`config.mk`:
```
export PLATFORM = sky130hd
export DESIGN_NAME = avalon_mm_arbiter_2to1_flat
export DESIGN_NICKNAME = d
export VERILOG_FILES = /design/src/rtl/avalon_mm_arbiter_2to1_pkg.sv /design/src/rtl/avalon_mm_arbiter_2to1_if.sv /design/src/rtl/avalon_mm_arbiter_2to1_rr_pick2.sv /design/src/rtl/avalon_mm_arbiter_2to1.sv /design/src/flat_wrapper.sv
export SDC_FILE = /design/constraint.sdc
export NUM_CORES = 1
export LEC_CHECK = 0
export BUFFER_PORTS_ARGS = -buffer_cell sky130_fd_sc_hd__buf_4
export CAP_MARGIN = 10
export CORE_AREA = 2 2 83 85
export CTS_CLUSTER_DIAMETER = 200
export DETAILED_ROUTE_END_ITERATION = 10
export DIE_AREA = 0 0 85 87
export SLEW_MARGIN = 0
export SYNTH_ARGS = -nofsm -noshare
export SYNTH_HDL_FRONTEND = slang
export SYNTH_SLANG_ARGS = --single-unit
```
`constraint.sdc`:
```
create_clock -name clk_clk -period 3.1 [get_ports clk_clk]
set_clock_uncertainty 0.05 [all_clocks]
set_input_delay 0.465 -clock clk_clk [delete_from_list [all_inputs] [get_ports clk_clk]]
set_output_delay 0.465 -clock clk_clk [all_outputs]
set_load 0.01 [all_outputs]
```
`src/rtl/avalon_mm_arbiter_2to1_pkg.sv`:
```
// Shared types and constants for the two-master Avalon-MM round-robin arbiter.
// Holds the FSM state enum, the one-hot grant encodings and the abort read-data pattern.
package avalon_arb_pkg;

  typedef enum logic [1:0] {
    IDLE = 2'd0,
    GNT0 = 2'd1,
    GNT1 = 2'd2
  } arb_state_t;

  localparam logic [31:0] TIMEOUT_RDATA = 32'hDEAD_BEEF;

  localparam logic [1:0] GRANT_NONE = 2'b00;
  localparam logic [1:0] GRANT_M0   = 2'b01;
  localparam logic [1:0] GRANT_M1   = 2'b10;

  // Maps an FSM state to the one-hot grant vector seen outside the block.
  function automatic logic [1:0] grant_onehot(arb_state_t st);
    logic [1:0] g;
    g = GRANT_NONE;
    case (st)
      GNT0:    g = GRANT_M0;
      GNT1:    g = GRANT_M1;
      default: g = GRANT_NONE;
    endcase
    return g;
  endfunction

endpackage

```
`src/rtl/avalon_mm_arbiter_2to1_if.sv`:
```
// Avalon-MM word-addressed bus bundle (address/read/write/writedata/readdata/waitrequest).
// The master modport is the side that issues commands; the slave modport answers them.
interface avalon_mm_if #(
  parameter int ADDR_W = 2,
  parameter int DATA_W = 32
);

  logic [ADDR_W-1:0] address;
  logic              read;
  logic              write;
  logic [DATA_W-1:0] writedata;
  logic [DATA_W-1:0] readdata;
  logic              waitrequest;

  modport master (
    output address,
    output read,
    output write,
    output writedata,
    input  readdata,
    input  waitrequest
  );

  modport slave (
    input  address,
    input  read,
    input  write,
    input  writedata,
    output readdata,
    output waitrequest
  );

endinterface

```
`src/rtl/avalon_mm_arbiter_2to1_rr_pick2.sv`:
```
// Two-way round-robin pick: a lone requester wins outright, a tie goes to the
// requester that was not served last. Purely combinational.
module rr_pick2 (
  input  logic [1:0] req,
  input  logic       last_grant,
  output logic       valid,
  output logic       winner
);

  always_comb begin
    valid  = |req;
    winner = 1'b0;
    case (req)
      2'b01:   winner = 1'b0;
      2'b10:   winner = 1'b1;
      2'b11:   winner = ~last_grant;
      default: winner = 1'b0;
    endcase
  end

endmodule

```
`src/rtl/avalon_mm_arbiter_2to1.sv`:
```
// Round-robin arbiter sharing one Avalon-MM slave between two masters.
// Optional wait-state abort is enabled by defining ARB_TIMEOUT_EN.
module avalon_mm_arbiter_2to1
  import avalon_arb_pkg::*;
#(
  parameter int ADDR_W = 2,
  parameter int DATA_W = 32
`ifdef ARB_TIMEOUT_EN
  ,
  parameter int TIMEOUT_CYCLES = 256
`endif
) (
  input  logic        clk_clk,
  input  logic        reset_reset,
  avalon_mm_if.slave  m0,
  avalon_mm_if.slave  m1,
  avalon_mm_if.master s,
  output logic [1:0]  grant,
  output logic        timeout_err
);

  arb_state_t state_q, state_d;
  logic       last_grant_q, last_grant_d;

  logic [1:0] req;
  logic       pick_valid;
  logic       pick_winner;
  logic       granted;
  logic       sel;
  logic       timeout_hit;

  logic [ADDR_W-1:0] sel_address;
  logic [DATA_W-1:0] sel_writedata;
  logic              sel_read;
  logic              sel_write;
  logic              sel_req;

  logic [ADDR_W-1:0] s_address_mux;
  logic [DATA_W-1:0] s_writedata_mux;
  logic              s_read_mux;
  logic              s_write_mux;
  logic              m0_waitrequest_mux;
  logic              m1_waitrequest_mux;
  logic [DATA_W-1:0] m0_readdata_mux;
  logic [DATA_W-1:0] m1_readdata_mux;
  logic              timeout_err_mux;
  logic              done;

  assign req     = {m1.read | m1.write, m0.read | m0.write};
  assign granted = (state_q != IDLE);
  assign sel     = (state_q == GNT1);

  rr_pick2 u_pick (
    .req        (req),
    .last_grant (last_grant_q),
    .valid      (pick_valid),
    .winner     (pick_winner)
  );

  always_comb begin
    sel_address   = m0.address;
    sel_writedata = m0.writedata;
    sel_read      = m0.read;
    sel_write     = m0.write;
    sel_req       = req[0];
    if (sel) begin
      sel_address   = m1.address;
      sel_writedata = m1.writedata;
      sel_read      = m1.read;
      sel_write     = m1.write;
      sel_req       = req[1];
    end
  end

`ifdef ARB_TIMEOUT_EN
  localparam int CNT_W = $clog2(TIMEOUT_CYCLES + 1);

  logic [CNT_W-1:0] wait_cnt_q, wait_cnt_d;

  // Counter sits at zero in IDLE so every new grant starts a fresh stall window.
  always_comb begin
    wait_cnt_d = wait_cnt_q;
    if (!granted) begin
      wait_cnt_d = '0;
    end else if (s.waitrequest && !timeout_hit) begin
      wait_cnt_d = wait_cnt_q + CNT_W'(1);
    end
  end

  always_ff @(posedge clk_clk) begin
    if (reset_reset) begin
      wait_cnt_q <= '0;
    end else begin
      wait_cnt_q <= wait_cnt_d;
    end
  end

  assign timeout_hit = granted && (wait_cnt_q == CNT_W'(TIMEOUT_CYCLES));
`else
  assign timeout_hit = 1'b0;
`endif

  // The owner sees the slave directly; an abort fakes a completed transfer instead.
  always_comb begin
    s_address_mux      = '0;
    s_writedata_mux    = '0;
    s_read_mux         = 1'b0;
    s_write_mux        = 1'b0;
    m0_waitrequest_mux = 1'b1;
    m1_waitrequest_mux = 1'b1;
    m0_readdata_mux    = '0;
    m1_readdata_mux    = '0;
    timeout_err_mux    = 1'b0;
    if (granted) begin
      s_address_mux   = sel_address;
      s_writedata_mux = sel_writedata;
      s_write_mux     = sel_write & ~timeout_hit;
      s_read_mux      = sel_read & ~sel_write & ~timeout_hit;
      timeout_err_mux = timeout_hit;
      if (sel) begin
        m1_waitrequest_mux = s.waitrequest & ~timeout_hit;
        m1_readdata_mux    = timeout_hit ? DATA_W'(TIMEOUT_RDATA) : s.readdata;
      end else begin
        m0_waitrequest_mux = s.waitrequest & ~timeout_hit;
        m0_readdata_mux    = timeout_hit ? DATA_W'(TIMEOUT_RDATA) : s.readdata;
      end
    end
  end

  assign done = (s_read_mux | s_write_mux) & ~s.waitrequest;

  always_comb begin
    state_d      = state_q;
    last_grant_d = last_grant_q;
    unique case (state_q)
      IDLE: begin
        if (pick_valid) begin
          state_d = pick_winner ? GNT1 : GNT0;
        end
      end
      GNT0, GNT1: begin
        // A withdrawn request releases the bus without counting as a service.
        if (!sel_req) begin
          state_d = IDLE;
        end else if (timeout_hit || done) begin
          state_d      = IDLE;
          last_grant_d = sel;
        end
      end
      default: state_d = IDLE;
    endcase
  end

  always_ff @(posedge clk_clk) begin
    if (reset_reset) begin
      state_q      <= IDLE;
      last_grant_q <= 1'b1;
    end else begin
      state_q      <= state_d;
      last_grant_q <= last_grant_d;
    end
  end

  assign s.address      = s_address_mux;
  assign s.writedata    = s_writedata_mux;
  assign s.read         = s_read_mux;
  assign s.write        = s_write_mux;
  assign m0.waitrequest = m0_waitrequest_mux;
  assign m1.waitrequest = m1_waitrequest_mux;
  assign m0.readdata    = m0_readdata_mux;
  assign m1.readdata    = m1_readdata_mux;
  assign grant          = grant_onehot(state_q);
  assign timeout_err    = timeout_err_mux;

endmodule

```
`src/flat_wrapper.sv`:
```
// flat-port wrapper written by rule: the top's interface ports become plain ports
module avalon_mm_arbiter_2to1_flat import avalon_arb_pkg::*;
#(
  parameter int ADDR_W = 2,
  parameter int DATA_W = 32

)
  (clk_clk, reset_reset, grant, timeout_err, m0_address, m0_read, m0_write, m0_writedata, m0_readdata, m0_waitrequest, m1_address, m1_read, m1_write, m1_writedata, m1_readdata, m1_waitrequest, s_address, s_read, s_write, s_writedata, s_readdata, s_waitrequest);
  avalon_mm_if #(.ADDR_W(ADDR_W), .DATA_W(DATA_W)) m0_i ();
  avalon_mm_if #(.ADDR_W(ADDR_W), .DATA_W(DATA_W)) m1_i ();
  avalon_mm_if #(.ADDR_W(ADDR_W), .DATA_W(DATA_W)) s_i ();
  input  logic clk_clk;
  input  logic reset_reset;
  output logic [1:0] grant;
  output logic timeout_err;
  input wire logic [$bits(m0_i.address)-1:0] m0_address;
  input wire logic [$bits(m0_i.read)-1:0] m0_read;
  input wire logic [$bits(m0_i.write)-1:0] m0_write;
  input wire logic [$bits(m0_i.writedata)-1:0] m0_writedata;
  output wire logic [$bits(m0_i.readdata)-1:0] m0_readdata;
  output wire logic [$bits(m0_i.waitrequest)-1:0] m0_waitrequest;
  input wire logic [$bits(m1_i.address)-1:0] m1_address;
  input wire logic [$bits(m1_i.read)-1:0] m1_read;
  input wire logic [$bits(m1_i.write)-1:0] m1_write;
  input wire logic [$bits(m1_i.writedata)-1:0] m1_writedata;
  output wire logic [$bits(m1_i.readdata)-1:0] m1_readdata;
  output wire logic [$bits(m1_i.waitrequest)-1:0] m1_waitrequest;
  output wire logic [$bits(s_i.address)-1:0] s_address;
  output wire logic [$bits(s_i.read)-1:0] s_read;
  output wire logic [$bits(s_i.write)-1:0] s_write;
  output wire logic [$bits(s_i.writedata)-1:0] s_writedata;
  input wire logic [$bits(s_i.readdata)-1:0] s_readdata;
  input wire logic [$bits(s_i.waitrequest)-1:0] s_waitrequest;
  assign m0_i.address = m0_address;
  assign m0_i.read = m0_read;
  assign m0_i.write = m0_write;
  assign m0_i.writedata = m0_writedata;
  assign m0_readdata = m0_i.readdata;
  assign m0_waitrequest = m0_i.waitrequest;
  assign m1_i.address = m1_address;
  assign m1_i.read = m1_read;
  assign m1_i.write = m1_write;
  assign m1_i.writedata = m1_writedata;
  assign m1_readdata = m1_i.readdata;
  assign m1_waitrequest = m1_i.waitrequest;
  assign s_address = s_i.address;
  assign s_read = s_i.read;
  assign s_write = s_i.write;
  assign s_writedata = s_i.writedata;
  assign s_i.readdata = s_readdata;
  assign s_i.waitrequest = s_waitrequest;
  avalon_mm_arbiter_2to1 #(.ADDR_W(ADDR_W), .DATA_W(DATA_W)) u_core (.clk_clk(clk_clk), .reset_reset(reset_reset), .m0(m0_i), .m1(m1_i), .s(s_i), .grant(grant), .timeout_err(timeout_err));
endmodule
```
==> metrics.yaml, run 1 <==
status: "finished clean"
worstHoldStart: "reset_reset"
slew_viol_final: 0
post-route-min-period_ps: 2530
cp-end-kind: "output port"
crit_fanout: 32
port_buffers: 210
clockRootBuffer: "clkbuf_8"
setup_viol: 0
hpwl_mm: 4.83
fp.coreArea_sq_um: 6570
die_w_um: 85
synthFlopType: "dfxtp_1"
gp_congestion: 0.760
antenna_found_initial: 0
ff2ff_setup_slack_ps: 1080
slew-limit-headroom_pct: 59.7
synth_top_cell_area_share_pct: 32.3
dieArea_sq_um: 7400
ys_seq_area_share_pct: 4.85
critPathLaunch: "u_core.state_q[0]"
ys_seq_elements: 3
synth.avg_cell_area_sq_um: 6.66
nets: 498
total_power_w: 0.00105
r2r-end: "u_core.state_q[1]"
cts_tree: "built"
synth_area_sq_um: 1240
clockBufferDepth: 2
cts_hold_buf: 0
drv_cap: 0
num_vias: 1976
critPathSlowestCell: "ha_2"
ys_top_cells_by_area: "and2_1 32%, mux2i_1 28%, nor2_1 12%"
post-synth-top-area-cell: "and2_1"
grt_max_degree: 33
place_ws_ps: 789
clk_pin_slew_ps: 30
holdCritPathClass: "primary input to flop"
crit_path_frequent_cell: "buf_4"
cp.required_ps: 2580
hold_depth: 3
worst-r2r-cell-count: 6
clock_latency_ps: 220
nFillCells: 681
rsz0062_at_grt: "false"
std_cell_rows: 30
grtUsageTotal_pct: 13.9
r2r_start: "u_core.state_q[0]"
grt_overflow_total: 0
yosysWarnings: 0
die_y_um: 87
dr.pass1.iters: 4
start_kind: "flop"
cts.sinks: 3
hold_viol: 0
synth_cell_types: 24
n_antenna_cell: 0
max_freq_mhz: 396
drcViolationCount: 0
p_per_area_nw_per_um2: 360
htreeDepth: 1
io_pins: 212
ir_worst_vdd_mv: 0.311
syn-num-nets: 296
leakagePower_nw: 1.53
ctsResizeCount: 0
critPathTopFamily: "adder cells"
seq_area_sq_um: 60.1
grt_pass1_vias: 1804
crit_chain: "inv_1 -> ha_2 -> nor2b_1 -> buf_4 -> and2_1 -> buf_4"
holdWs_ps: 447
post_cts_buffers: 0
layout_setup_ws_ps: 574
synth-edff-count: 0
wirelength_mm: 5.80
synthArstFlopShare_pct: 0
layout_common_cells: "214 x buf_4, 64 x and2_1, 39 x nor2_1"
min_to: "u_core.last_grant_q"
fin_crit_sh_pct: 81.5
cts_buffers: 3
cp_slowest_stage_delay_ps: 580
cp.buffers_inverters: 3
drt-wirelength-per-cell_um: 12.4
crit_type: "flop to output port"
drive_above_1_share_pct: 56.8
crit_arrival_ps: 2010
multi_input_area_sq_um: 1070
area_delta_synth_final_pct: 136
layout.cells.most_common: "buf_4"
tightest_slew_ps: 605
grt_pass1_wl_mm: 8.68
ant_nets: 0
tns_ps: 0
drtIter0Drc: 41
syn_inst: 186
start_util_pct: 18.9
viasPerCell: 4.23
-- worst max path at each step --
stage | slack [ps] | cells past startpoint | end
4_1_cts | 540 | 6 | m1_readdata[31]
3_5_place_dp | 790 | 6 | m1_readdata[31]
2_1_floorplan | 1150 | 7 | s_writedata[12]
3_3_place_gp | 820 | 6 | m1_readdata[5]
5_1_grt | 380 | 6 | m1_readdata[2]
6_report | 570 | 6 | m1_readdata[31]
-- tightest hold or removal path, cell delays in order --
cell and delay, ps:
buf_4 80, inv_1 50, o211ai_1 80
-- state kept, by name (all words and copies together), names as in the netlist --
name                 flops
u_core.state_q           2
u_core.last_grant_q      1
-- metal layers --
| layer | vias to the layer above | routed length, um | GRT usage (%) |
|---|---|---|---|
| met5 | - | 0 | 0 |
| met3 | 0 | 660 | 4.27 |
| li1 | 1000 | - | - |
| met4 | 0 | 0 | 0.433 |
| met1 | 860 | 2110 | 15.4 |
| met2 | 116 | 3030 | 27.2 |
-- cells by family (layout without fill, tap and decap cells) --
group | count (synthesis) | in the layout | share of synthesized area (%)
simple gates | 110 | 110 | 47.4
mux | 35 | 35 | 28.3
buf+inv | 23 | 224 | 8.79
compound gates | 11 | 11 | 7.37
fa+ha+maj | 3 | 3 | 3.03
flops | 3 | 3 | 4.85
other cells | 1 | 1 | 0.303
-- synth_stat cells (3+ instances only) --
master    number
and2_1        64
buf_2          3
buf_4          5
clkbuf_1       9
dfxtp_1        3
ha_1           3
inv_1          5
mux2i_1       35
nand2_1        3
nor2_1        39
-- where the power goes --
part	switching (W)	leakage [nW]	internal, W
sequential	0.00000689	0.0246	0.0000456
combinational	0.000412	1.49	0.000471
clock	0.0000275	0.0228	0.0000879
total	0.000447	1.53	0.000604
-- final cells by class --
| cell class | count | share of cell area, % |
|---|---|---|
| multi-input cells | 160 | 36.7 |
| inverters | 5 | 0.642 |
| well taps | 80 | 3.42 |
| flip-flops and latches | 3 | 2.05 |
| clock buffers | 4 | 1.54 |
| repair buffers | 215 | 55.7 |
-- metrics by stage --
step	area, sq um	utilization (%)	std cells
global route	2920	44.5	467
finish	2920	44.5	467
detailed placement	2880	43.8	463
floorplan	1240	-	186
global placement	2880	43.8	463
CTS	2920	44.5	467
Power figures use the tool's default switching activity.
==> run 2, diff against run 1 <==
- ABC_AREA: not set -> 1
- clock period: 3.1 -> 2.4 ns (I/O delays scaled with it)
==> metrics.yaml, run 2 <==
nFillCells: 720  # +5.7%
clockBufferDepth: 2  # unchanged
cts_buffers: 3  # unchanged
yosysWarnings: 0  # unchanged
dr.pass1.iters: 4  # unchanged
ys_top_cells_by_area: "nand2_1 26%, nor2_1 23%, nand3_1 16%"
cp_slowest_stage_delay_ps: 370  # -210 ps
synthFlopType: "dfxtp_1"
p_per_area_nw_per_um2: 934  # +160%
synth.avg_cell_area_sq_um: 4.38  # -34%
dieArea_sq_um: 7400  # unchanged
holdCritPathClass: "primary input to flop"
final_core_util_pct: 43.7  # -0.80 points
status: "finished clean"
synth_cell_types: 17  # -29%
critPathSlowestCell: "dfxtp_1"
drv_cap: 0  # unchanged
clock_latency_ps: 220  # about the same
place_ws_ps: 384  # -405 ps
ys_seq_area_share_pct: 5.06  # +0.21 points
crit_fanout: 32  # unchanged
synth_top_cell_area_share_pct: 25.6  # -6.7 points
grt_pass1_wl_mm: 9.11  # +5.0%
port_buffers: 210  # unchanged
seq_area_sq_um: 60.1  # unchanged
layout_common_cells: "212 x buf_4, 81 x nand2_1, 72 x nor2_1"
syn-num-nets: 381  # +29%
synth-edff-count: 0  # unchanged
drt-wirelength-per-cell_um: 11.1  # -10%
die_y_um: 87  # unchanged
area_delta_synth_final_pct: 142
std_cell_rows: 30  # unchanged
hold_viol: 0  # unchanged
cp.required_ps: 1990  # -590 ps
max_freq_mhz: 453
htreeDepth: 1  # unchanged
die_w_um: 85  # unchanged
cp-end-kind: "output port"
multi_input_area_sq_um: 878  # -18%
start_kind: "flop"
hpwl_mm: 5.10  # +5.6%
num_vias: 2311  # +17%
cp.buffers_inverters: 4  # +1
antenna_found_initial: 0  # unchanged
ctsResizeCount: 0  # unchanged
clockRootBuffer: "clkbuf_8"
drtIter0Drc: 42  # +2.4%
crit_type: "flop to output port"
cts_hold_buf: 0  # unchanged
regMostFlops: "u_core.state_q"
clk_pin_slew_ps: 30  # about the same
fin_crit_sh_pct: 92.0
synthMostInstantiatedCell: "nand2_1"
ys_top_cells_by_count: "81 x nand2_1, 72 x nor2_1, 40 x inv_1"
drcViolationCount: 0  # unchanged
critPathTopFamily: "buffers and inverters"
worstHoldStart: "reset_reset"
r2r_start: "u_core.state_q[0]"
leakagePower_nw: 1.87  # +22%
grt_max_degree: 36  # +9.1%
slew_viol_final: 0  # unchanged
crit_chain: "inv_1 -> ha_1 -> inv_2 -> nand2_1 -> buf_4 -> nor2_1 -> buf_4"
ir_worst_vdd_mv: 0.573  # +84%
setup_viol: 0  # unchanged
crit_arrival_ps: 1800  # -210 ps
post_cts_buffers: 0  # unchanged
fp.coreArea_sq_um: 6570  # unchanged
ys_seq_elements: 3  # unchanged
synthArstFlopShare_pct: 0  # unchanged
layout_setup_ws_ps: 193  # -381 ps
grt_pass1_vias: 2020  # +12%
post-synth-top-area-cell: "nand2_1"
start_util_pct: 18.1  # -0.78 points
syn_inst: 271  # +46%
n_antenna_cell: 0  # unchanged
gp_congestion: 0.824  # +8.4%
post-route-min-period_ps: 2210
rsz0062_at_grt: "true"
io_pins: 212  # unchanged
critPathLaunch: "u_core.state_q[0]"
crit_path_frequent_cell: "buf_4"
drive_above_1_share_pct: 47.3  # -9.5 points
synth_area_sq_um: 1190  # -4.1%
wirelength_mm: 6.13  # +5.7%
layout.cells.most_common: "buf_4"
tns_ps: 0  # unchanged
ant_nets: 0  # unchanged
grt_overflow_total: 0  # unchanged
cts.sinks: 3  # unchanged
largestRegisters: "u_core.state_q x2, u_core.last_grant_q x1"
nets: 582  # +17%
cts_tree: "built"
viasPerCell: 4.19  # -0.88%
grtUsageTotal_pct: 14.6  # +0.72 points
largest_register_ffs: 2  # unchanged
run 2: cell type report:
cell class	count	share of cell area (%)
sequential	3	2.09
clock buffer	4	1.57
tap	80	3.49
multi-input combinational	207	30.6
inverter	43	5.71
timing repair buffer	214	56.5
run 2: metrics by stage:
| step | hold WS (ps) | power [W] | cells | instance area, sq um |
|---|---|---|---|---|
| detailed placement | 405 | 0.00254 | 547 | 2820 |
| global route | 303 | 0.00294 | 551 | 2870 |
| finish | 295 | 0.00268 | 551 | 2870 |
| global placement | 397 | 0.00253 | 547 | 2820 |
| CTS | 296 | 0.00271 | 551 | 2860 |
| floorplan | 386 | 0.00133 | 271 | 1190 |
run 2: per-layer routing:
layer	GRT usage (%)	part of all wire, %	vias up
met5	0	0	-
li1	-	-	1200
met2	28.3	51	123
met3	2.94	10	12
met1	15.9	37	976
met4	4.33	2.2	0
run 2: path summary, 6_finish.rpt:
kind                                            end  slack (ps)  depth (start not counted)
worst min-delay path            u_core.last_grant_q         300                          3
worst max-delay path                 m0_readdata[7]         190                          7
worst max register to register    u_core.state_q[0]         540                         11
worst min register to register  u_core.last_grant_q         410                          2
run 2: power breakdown:
group | switching [W] | total, W | internal (W)
registers | 0.0000168 | 0.0000870 | 0.0000702
logic | 0.00131 | 0.00245 | 0.00114
clock network | 0.0000331 | 0.000146 | 0.000113
run 2: worst min-delay path, delay by kind of cell:
kind | cells | cell delay, ps
compound gates | 2 | 80
buf+inv | 1 | 90
run 2: cell families after synthesis:
group           after synthesis  synth area share [%]
buf+inv                      61                  21.0
other cells                   1                 0.316
simple gates                194                  66.7
compound gates                9                  3.79
flops                         3                  5.06
fa+ha+maj                     3                  3.16
==> run 3, diff against run 2 <==
- PLACE_DENSITY: not set -> 0.58
==> metrics.yaml, run 3 (synthesized netlist as in run 2, its figures left out) <==
leakagePower_nw: 1.88  # +0.39%
drt-wirelength-per-cell_um: 12.0  # +8.1%
slew_viol_final: 0  # unchanged
port_buffers: 210  # unchanged
grt_overflow_total: 0  # unchanged
wirelength_mm: 6.65  # +8.5%
drtIter0Drc: 56  # +33%
crit_arrival_ps: 1800  # about the same
crit_fanout: 32  # unchanged
final_core_util_pct: 44.0  # +0.27 points
holdCritPathClass: "primary input to flop"
hold_viol: 0  # unchanged
post-route-min-period_ps: 2210  # +4.30 ps
max_freq_mhz: 452  # -0.19%
io_pins: 212  # unchanged
ant_nets: 0  # unchanged
htreeDepth: 1  # unchanged
tns_ps: 0  # unchanged
place_ws_ps: 292  # -92.8 ps
start_util_pct: 18.1  # unchanged
regMostFlops: "u_core.state_q"
clk_pin_slew_ps: 30  # about the same
num_vias: 2330  # +0.82%
dr.pass1.iters: 5  # +1
grtUsageTotal_pct: 15.7  # +1.1 points
p_switching_w: 0.00138  # +1.8%
grt_pass1_vias: 2031  # +0.54%
fin_cells: 553  # +0.36%
layout.cells.most_common: "buf_4"
nets: 584  # +0.34%
area_delta_synth_final_pct: 143
ir_worst_vdd_mv: 0.464  # -19%
drv_cap: 0  # unchanged
layout_common_cells: "214 x buf_4, 81 x nand2_1, 72 x nor2_1"
cts.sinks: 3  # unchanged
fin_crit_sh_pct: 92.1  # +0.18 points
layout_setup_ws_ps: 188  # -4.30 ps
status: "finished clean"
internal_power_w: 0.00134  # +1.8%
clockPowerShare_pct: 5.4  # about the same
die_w_um: 85  # unchanged
start_kind: "flop"
cp-end-kind: "output port"
clockBufferDepth: 2  # unchanged
cts_tree: "built"
switching_share_pct: 50.7  # about the same
p_per_area_nw_per_um2: 945  # +1.2%
gp_congestion: 0.844  # +2.4%
clockRootBuffer: "clkbuf_8"
dieArea_sq_um: 7400  # unchanged
die_y_um: 87  # unchanged
viasPerCell: 4.21  # +0.46%
clock_latency_ps: 210  # about the same
largest_register_ffs: 2  # unchanged
antenna_found_initial: 0  # unchanged
seq_power_share_pct: 3.2  # about the same
n_antenna_cell: 0  # unchanged
std_cell_rows: 30  # unchanged
cp.required_ps: 1990  # about the same
grt_pass1_wl_mm: 9.68  # +6.2%
dp_cells: 549  # +0.37%
crit_type: "flop to output port"
drive_above_1_share_pct: 47.6  # +0.22 points
rsz0062_at_grt: "false"
drcViolationCount: 0  # unchanged
setup_viol: 0  # unchanged
grt_max_degree: 33  # -8.3%
largestRegisters: "u_core.state_q x2, u_core.last_grant_q x1"
fp.coreArea_sq_um: 6570  # unchanged
p_comb_share_pct: 91.4  # about the same
hpwl_mm: 5.59  # +9.6%
cts_buffers: 3  # unchanged
-- run 3: final timing paths --
kind / startpoint / endpoint / slack (ps) / depth (start not counted)
worst min-delay path: reset_reset / u_core.last_grant_q / 290 / 3
worst min register to register: u_core.last_grant_q / u_core.last_grant_q / 420 / 2
worst max register to register: u_core.state_q[0] / u_core.last_grant_q / 560 / 9
worst max-delay path: u_core.state_q[0] / m1_readdata[8] / 190 / 7
-- run 3: timing repair --
item | 4_1_cts | 5_1_grt
resized for setup | 0 | 4
setup endpoints to repair | 0 | 41
buffers inserted | 0 | 0
hold endpoints to repair | 0 | 0
hold buffers | 0 | 0
-- run 3: through the flow --
stage | cell area [sq um] | hold WS [ps] | power (W)
floorplan | 1190 | 386 | 0.00133
global route | 2890 | 302 | 0.00297
detailed placement | 2830 | 414 | 0.00260
finish | 2890 | 295 | 0.00273
CTS | 2880 | 294 | 0.00275
global placement | 2830 | 400 | 0.00259
-- run 3: area by class of cell --
| type | count | area, sq um |
|---|---|---|
| clock buffer | 4 | 45.0 |
| fill | 712 | 3680 |
| inverter | 43 | 166 |
| multi-input combinational | 207 | 878 |
| sequential | 3 | 60.1 |
| tap | 80 | 100 |
| timing repair buffer | 216 | 1640 |
-- run 3: per-layer routing --
metal / vias up / global-route usage (%) / routed length, um
met1: 1004 / 18.1 / 2540
met2: 118 / 29.9 / 3470
li1: 1204 / - / -
met5: - / 0 / 0
met4: 0 / 2.45 / 55
met3: 4 / 3.51 / 583
-- run 3: power groups by stage --
stage	combinational [W]	sequential [W]	clock, W
after detailed placement	0.00251	0.0000881	0
after CTS	0.00251	0.0000874	0.000148
after floorplan	0.00125	0.0000833	0
after global placement	0.00250	0.0000858	0
after global routing	0.00273	0.0000906	0.000152
final	0.00249	0.0000874	0.000147
-- run 3: critical path, cell delays in order (launching register included) --
cell and delay (ps):
dfxtp_1 380, inv_1 90, ha_1 260, inv_2 240
nor2_4 110, inv_4 260, nor2_1 80, buf_4 150
